===== config.mk =====
export PLATFORM = sky130hd
export DESIGN_NAME = configs_loader
export DESIGN_NICKNAME = d
export VERILOG_FILES = /design/src/rtl/cfg_pkg.sv /design/src/rtl/cfg_deserializer.sv /design/src/rtl/configs_loader.sv
export SDC_FILE = /design/constraint.sdc
export NUM_CORES = 1
export LEC_CHECK = 0
export ABC_AREA = 1
export CORE_ASPECT_RATIO = 0.75
export CORE_UTILIZATION = 50
export CTS_BUF_LIST = sky130_fd_sc_hd__clkbuf_8
export CTS_CLUSTER_SIZE = 12
export DETAILED_ROUTE_END_ITERATION = 10
export PLACE_DENSITY_LB_ADDON = 0.3
export SYNTH_ARGS = -nofsm -noshare
export SYNTH_HDL_FRONTEND = slang
export SYNTH_HIERARCHICAL = 1
export SYNTH_SLANG_ARGS = --single-unit

===== constraint.sdc =====
create_clock -name clk -period 2 [get_ports clk]
set_input_delay 0.3 -clock clk [delete_from_list [all_inputs] [get_ports clk]]
set_output_delay 0.3 -clock clk [all_outputs]
set_load 0.05 [all_outputs]

===== src/rtl/cfg_pkg.sv =====
// Shared definitions for the config loader: default sizes, FSM state type
// and a small sizing helper used to dimension the phase counter.
package cfg_pkg;

    localparam int unsigned CFG_DATA_W    = 32;
    localparam int unsigned CFG_NUM_WORDS = 36;
    localparam int unsigned CFG_IDX_W     = $clog2(CFG_NUM_WORDS);

    typedef enum logic [2:0] {
        IDLE   = 3'd0,
        SHIFT  = 3'd1,
        SETUP  = 3'd2,
        STROBE = 3'd3,
        HOLD   = 3'd4,
        DONE   = 3'd5
    } cfg_state_t;

    // Largest of the three phase lengths; sizes the shared phase counter.
    function automatic int unsigned cfg_max3(input int unsigned a,
                                             input int unsigned b,
                                             input int unsigned c);
        int unsigned m;
        m = (a > b) ? a : b;
        return (m > c) ? m : c;
    endfunction

endpackage


===== src/rtl/cfg_deserializer.sv =====
// Bit-serial to parallel word assembler, LSB of each word first.
// Ports:
//   clk, reset      clock, synchronous active-high reset
//   i_clear         restart bit counting at bit 0 (new load)
//   i_bit           serial data bit
//   i_transfer      i_bit is accepted this cycle
//   o_word_c        assembled word including the bit accepted this cycle
//   o_word_valid_c  this transfer completes a word
module cfg_deserializer
    import cfg_pkg::*;
#(
    parameter int unsigned DATA_W = CFG_DATA_W
) (
    input  logic              clk,
    input  logic              reset,
    input  logic              i_clear,
    input  logic              i_bit,
    input  logic              i_transfer,
    output logic [DATA_W-1:0] o_word_c,
    output logic              o_word_valid_c
);

    localparam int unsigned CNT_W = $clog2(DATA_W);

    logic [DATA_W-1:0] r_shreg;
    logic [CNT_W-1:0]  r_bitcnt;
    logic              w_last;

    assign w_last = (r_bitcnt == CNT_W'(DATA_W - 1));

    // Shift register and bit counter; the counter wraps on the final bit.
    always_ff @(posedge clk) begin
        if (reset) begin
            r_shreg  <= '0;
            r_bitcnt <= '0;
        end else if (i_clear) begin
            r_bitcnt <= '0;
        end else if (i_transfer) begin
            r_shreg[r_bitcnt] <= i_bit;
            r_bitcnt          <= w_last ? '0 : r_bitcnt + CNT_W'(1);
        end
    end

    // Merge the in-flight bit so the full word is available on the last transfer.
    always_comb begin
        o_word_c           = r_shreg;
        o_word_c[r_bitcnt] = i_bit;
    end

    assign o_word_valid_c = i_transfer & w_last;

endmodule


===== src/rtl/configs_loader.sv =====
// Config stream loader: deserialises a serial config stream and writes each
// word into the latch bank with a registered one-hot enable, bracketed by
// setup and hold phases. One pass over all words per io_start.
// Ports:
//   clk, reset     clock, synchronous active-high reset
//   io_start       begin a full load (honoured only in IDLE/DONE)
//   io_cfg_bit     serial config data, LSB first
//   io_cfg_valid   io_cfg_bit valid
//   io_cfg_ready   loader accepts a bit (only in SHIFT)
//   io_d_out       word presented to the latch bank
//   io_configs_en  one-hot latch enable
//   io_word_idx    index of the word in progress
//   io_busy        load in progress
//   io_done        sticky load-complete flag
module configs_loader
    import cfg_pkg::*;
#(
    parameter  int unsigned DATA_W     = CFG_DATA_W,
    parameter  int unsigned NUM_WORDS  = CFG_NUM_WORDS,
    parameter  int unsigned SETUP_CYC  = 1,
    parameter  int unsigned STROBE_CYC = 1,
    parameter  int unsigned HOLD_CYC   = 1,
    localparam int unsigned IDX_W      = (NUM_WORDS > 1) ? $clog2(NUM_WORDS) : 1
) (
    input  logic                 clk,
    input  logic                 reset,
    input  logic                 io_start,
    input  logic                 io_cfg_bit,
    input  logic                 io_cfg_valid,
    output logic                 io_cfg_ready,
    output logic [DATA_W-1:0]    io_d_out,
    output logic [NUM_WORDS-1:0] io_configs_en,
    output logic [IDX_W-1:0]     io_word_idx,
    output logic                 io_busy,
    output logic                 io_done
);

    localparam int unsigned PH_MAX = cfg_max3(SETUP_CYC, STROBE_CYC, HOLD_CYC);
    localparam int unsigned PH_W   = $clog2(PH_MAX + 1);

    cfg_state_t          r_state;
    cfg_state_t          w_state_nxt;
    logic [PH_W-1:0]     r_phase;
    logic [PH_W-1:0]     w_phase_nxt;
    logic [IDX_W-1:0]    r_idx;
    logic [IDX_W-1:0]    w_idx_nxt;
    logic [DATA_W-1:0]   r_d_out;
    logic [DATA_W-1:0]   w_d_out_nxt;
    logic [NUM_WORDS-1:0] r_en;
    logic [NUM_WORDS-1:0] w_en_nxt;
    logic                r_cfg_ready;
    logic                w_cfg_ready_nxt;
    logic                r_busy;
    logic                w_busy_nxt;
    logic                r_done;
    logic                w_done_nxt;

    logic                w_start;
    logic                w_transfer;
    logic                w_phase_last;
    logic                w_idx_last;
    logic [DATA_W-1:0]   w_word;
    logic                w_word_valid;

    assign w_start    = io_start & ((r_state == IDLE) | (r_state == DONE));
    assign w_transfer = io_cfg_valid & r_cfg_ready;
    assign w_idx_last = (r_idx == IDX_W'(NUM_WORDS - 1));

    cfg_deserializer #(
        .DATA_W (DATA_W)
    ) u_deser (
        .clk            (clk),
        .reset          (reset),
        .i_clear        (w_start),
        .i_bit          (io_cfg_bit),
        .i_transfer     (w_transfer),
        .o_word_c       (w_word),
        .o_word_valid_c (w_word_valid)
    );

    // Final cycle of the current timed phase.
    always_comb begin
        w_phase_last = 1'b0;
        case (r_state)
            SETUP:   w_phase_last = (r_phase == PH_W'(SETUP_CYC - 1));
            STROBE:  w_phase_last = (r_phase == PH_W'(STROBE_CYC - 1));
            HOLD:    w_phase_last = (r_phase == PH_W'(HOLD_CYC - 1));
            default: w_phase_last = 1'b0;
        endcase
    end

    // State register.
    always_ff @(posedge clk) begin
        if (reset) begin
            r_state <= IDLE;
        end else begin
            r_state <= w_state_nxt;
        end
    end

    // Next-state logic.
    always_comb begin
        w_state_nxt = r_state;
        case (r_state)
            IDLE:    if (w_start) w_state_nxt = SHIFT;
            SHIFT:   if (w_word_valid) w_state_nxt = SETUP;
            SETUP:   if (w_phase_last) w_state_nxt = STROBE;
            STROBE:  if (w_phase_last) w_state_nxt = HOLD;
            HOLD:    if (w_phase_last) w_state_nxt = w_idx_last ? DONE : SHIFT;
            DONE:    if (w_start) w_state_nxt = SHIFT;
            default: w_state_nxt = IDLE;
        endcase
    end

    // Next values for every registered output and datapath register.
    always_comb begin
        w_phase_nxt     = '0;
        w_idx_nxt       = r_idx;
        w_d_out_nxt     = r_d_out;
        w_en_nxt        = '0;
        w_cfg_ready_nxt = (w_state_nxt == SHIFT);
        w_busy_nxt      = (w_state_nxt != IDLE) && (w_state_nxt != DONE);
        w_done_nxt      = r_done;

        if ((r_state == SETUP || r_state == STROBE || r_state == HOLD) && !w_phase_last) begin
            w_phase_nxt = r_phase + PH_W'(1);
        end

        if (w_start) begin
            w_idx_nxt  = '0;
            w_done_nxt = 1'b0;
        end else if (r_state == HOLD && w_phase_last) begin
            if (w_idx_last) begin
                w_done_nxt = 1'b1;
            end else begin
                w_idx_nxt = r_idx + IDX_W'(1);
            end
        end

        // Word is captured only on the SHIFT->SETUP edge.
        if (r_state == SHIFT && w_word_valid) begin
            w_d_out_nxt = w_word;
        end

        // Enable is decoded ahead of the flop so the pin itself is glitch-free.
        if (w_state_nxt == STROBE) begin
            w_en_nxt = NUM_WORDS'(1) << r_idx;
        end
    end

    // Output and datapath registers.
    always_ff @(posedge clk) begin
        if (reset) begin
            r_phase     <= '0;
            r_idx       <= '0;
            r_d_out     <= '0;
            r_en        <= '0;
            r_cfg_ready <= 1'b0;
            r_busy      <= 1'b0;
            r_done      <= 1'b0;
        end else begin
            r_phase     <= w_phase_nxt;
            r_idx       <= w_idx_nxt;
            r_d_out     <= w_d_out_nxt;
            r_en        <= w_en_nxt;
            r_cfg_ready <= w_cfg_ready_nxt;
            r_busy      <= w_busy_nxt;
            r_done      <= w_done_nxt;
        end
    end

    assign io_cfg_ready  = r_cfg_ready;
    assign io_d_out      = r_d_out;
    assign io_configs_en = r_en;
    assign io_word_idx   = r_idx;
    assign io_busy       = r_busy;
    assign io_done       = r_done;

endmodule

==> flow_summary.toml <==
[outcome]
status = "complete, no violations"

[timing]
finalSetupTns_ns = 0
skew_ns = 0.00887
drv_slew = 0
setup_viol = 0
relSlewSlack = 0.628
finalCriticalPeriod_ns = 1.91
clock.fmax_mhz = 523
rsz0062_at_grt = "false"
finalHoldViolations = 0
worst_pin_slew_ns = 0.558
period_share = 0.956

[drt]
final_antenna_net_count = 0
first_pass_iters = 6
drcViolationCount = 0
viasPerCell = 5.17
avgRoutedWirePerCell_um = 13.3
vias = 4997
wirelength_mm = 12.9
drtIter0Drc = 426

[global_routing]
track_usage = 0.249
grt_max_degree = 37
grt_pass1_vias = 4638
grt_pass1_wl_mm = 21.6
grt-ovfl-total = 0
antenna_found_initial = 0

[layout]
area_delta_synth_final_pct = 26.9
nNetsFinal = 837
layout-drive-gt1-share = 0.0983
fin_area_um2 = 6630
antennaDiodeCount = 0
nFillCells = 826

[die]
num_io_pins = 82
chipWidth_um = 120
start_util = 0.528
fp.dieH_um = 90.5
row_count = 31
coreArea_um2 = 9890
die-area_um2 = 10900

[yosys]
yosys_warnings = 6
netlist_instances = 741
synth_most_common_cell = "nor2_1"
yosysTopAreaCellShare = 0.452
syn-num-nets = 757
synth.cell_area_um2 = 5230
synth_top_area_cell = "dfxtp_1"
synth_edf_count = 0
synth.top_cells.by_area = "dfxtp_1, nor2_1, nand2_1"
async_flop_share = 0
synthDistinctLibCells = 28
ys.flop_type = "dfxtp_1"
syn-mean-instance-area_um2 = 7.05
synth-seq-cells = 118
synthTopCellsByCount = "nor2_1, nand2_1, dfxtp_1"
ys_seq_area_frac = 0.452

[clocking]
cts.clk_slew.worst_paths_ns = 0.07
cts_tree = "done"
cts_resized = 2
holdBufCountCts = 0
cts_buffers = 17
clock-sinks = 118
cts_buffer_depth = 2
h-tree-depth = 4
root_buffer = "clkbuf_8"
clock_latency_ns = 0.42
postCtsSetupBuffers = 0

[setup_path]
rr_startpoint = "u_deser/r_bitcnt[1]"
crit_fanout = 2
crit_type = "reg2out"
required_ns = 1.70
arrival_ns = 1.61
crit_path_end_kind = "output port"
reg2reg_depth = 10
critPathLaunchType = "register"
slowest_delay_ns = 0.84
crit_family = "buffers and inverters"
cpMaxStageDelayCell = "clkdlybuf4s50_1"
crit_chain = "clkdlybuf4s50_1"
path_buf_inv = 1
worstReg2RegEnd = "io_d_out[8]"
rrSetupSlack_ns = 0.13

[min_path]
hold_start = "io_d_out[22]"
hold_path_class = "reg2reg"
hold_end = "io_d_out[22]"
hold_depth = 2

[placement]
dpl_cell_area_um2 = 6160
place_hpwl_mm = 8.79
place_congestion = 0.816
port_buffers = 81

[power_and_ir_drop]
leakagePower_nw = 2.86
irDropWorstVdd_v = 0.000668
power_density_nw_per_um2 = 806

[flow_run]
drv_cap = 0
## metrics by stage
step,total power [mW],hold slack [ns],cells,setup slack (ns),utilization
final,5.34,0.484,966,0.0882,0.670
after global routing,5.55,0.505,966,0.00858,0.670
after CTS,5.37,0.493,966,0.0690,0.670
after detailed placement,2.87,0.461,934,0.0973,0.623
after global placement,2.85,0.450,934,0.148,0.623
after floorplan,2.77,0.368,741,0.0739,-
## final cells by class
type,instances,area [µm²],share of cell area
clock inverters,11,179,0.0270
inverters,62,238,0.0358
multi-input cells,524,2410,0.364
well taps,132,165,0.0249
flip-flops and latches,118,2360,0.357
clock buffers,21,289,0.0436
repair buffers,98,985,0.148
## placed cells by master (no fill, tap or decap), types with 2 or more instances in the layout
master,netlist,final
a21oi_1,10,10
buf_12,0,4
buf_4,7,14
bufinv_16,0,5
clkbuf_8,0,21
clkdlybuf4s50_1,0,77
clkinv_1,3,3
clkinv_2,0,2
dfxtp_1,118,116
dfxtp_2,0,2
dlygate4sd2_1,0,2
ha_1,11,11
inv_1,50,53
inv_2,8,8
nand2_1,158,158
nand2_4,3,3
nand3_1,83,83
nand4_1,18,18
nor2_1,173,173
nor2_2,10,10
nor2_4,5,5
nor3_1,8,8
o21ai_0,37,35
o21ai_1,0,2
xor2_1,2,2
## how the worst max path moves through the flow
stage / startpoint / endpoint / depth (start not counted)
after floorplan: u_deser/r_bitcnt[0] / io_d_out[12] / 12
after detailed placement: io_cfg_valid / io_d_out[22] / 9
after global placement: io_cfg_valid / u_deser/r_shreg[12] / 10
final: io_d_out[12] / io_d_out[12] / 1
after global routing: u_deser/r_bitcnt[1] / io_d_out[26] / 10
after CTS: io_d_out[12] / io_d_out[12] / 1
## cell families after synthesis
family	after synthesis	synth area share
adders and majority gates	11	0.0263
buffers and inverters	99	0.0864
xor gates and xnor gates	2	0.00335
other	1	0.000718
DFF	118	0.452
and+or+nand+nor	462	0.384
AOI/OAI and AO/OA	48	0.0467
## routing by layer
layer  routed length (µm)  global-route usage  share of wire
met1                 5860               0.318           0.46
met5                    0                   0              0
met3                  752              0.0518          0.058
met2                 6140               0.415           0.48
met4                  127              0.0875         0.0099
## sequential cells by signal, indices dropped and copies added, names as in the netlist
signal / count
io_busy: 1
io_cfg_ready: 1
io_configs_en: 36
io_d_out: 32
io_done: 1
io_word_idx: 6
r_phase: 1
r_state: 3
u_deser/r_bitcnt: 5
u_deser/r_shreg: 32
## worst register-to-register path: cells and delay by family (launching register included)
| family | cells | cell delay, ns |
|---|---|---|
| buffers and inverters | 3 | 0.38 |
| DFF | 1 | 0.39 |
| and+or+nand+nor | 4 | 0.41 |
| adders and majority gates | 2 | 0.36 |
| AOI/OAI and AO/OA | 1 | 0.22 |
## where the power goes
group          switching, mW  internal [mW]
registers             0.0341           2.40
logic                  0.258          0.133
clock network          0.913           1.60
Power figures use the tool's default switching activity.
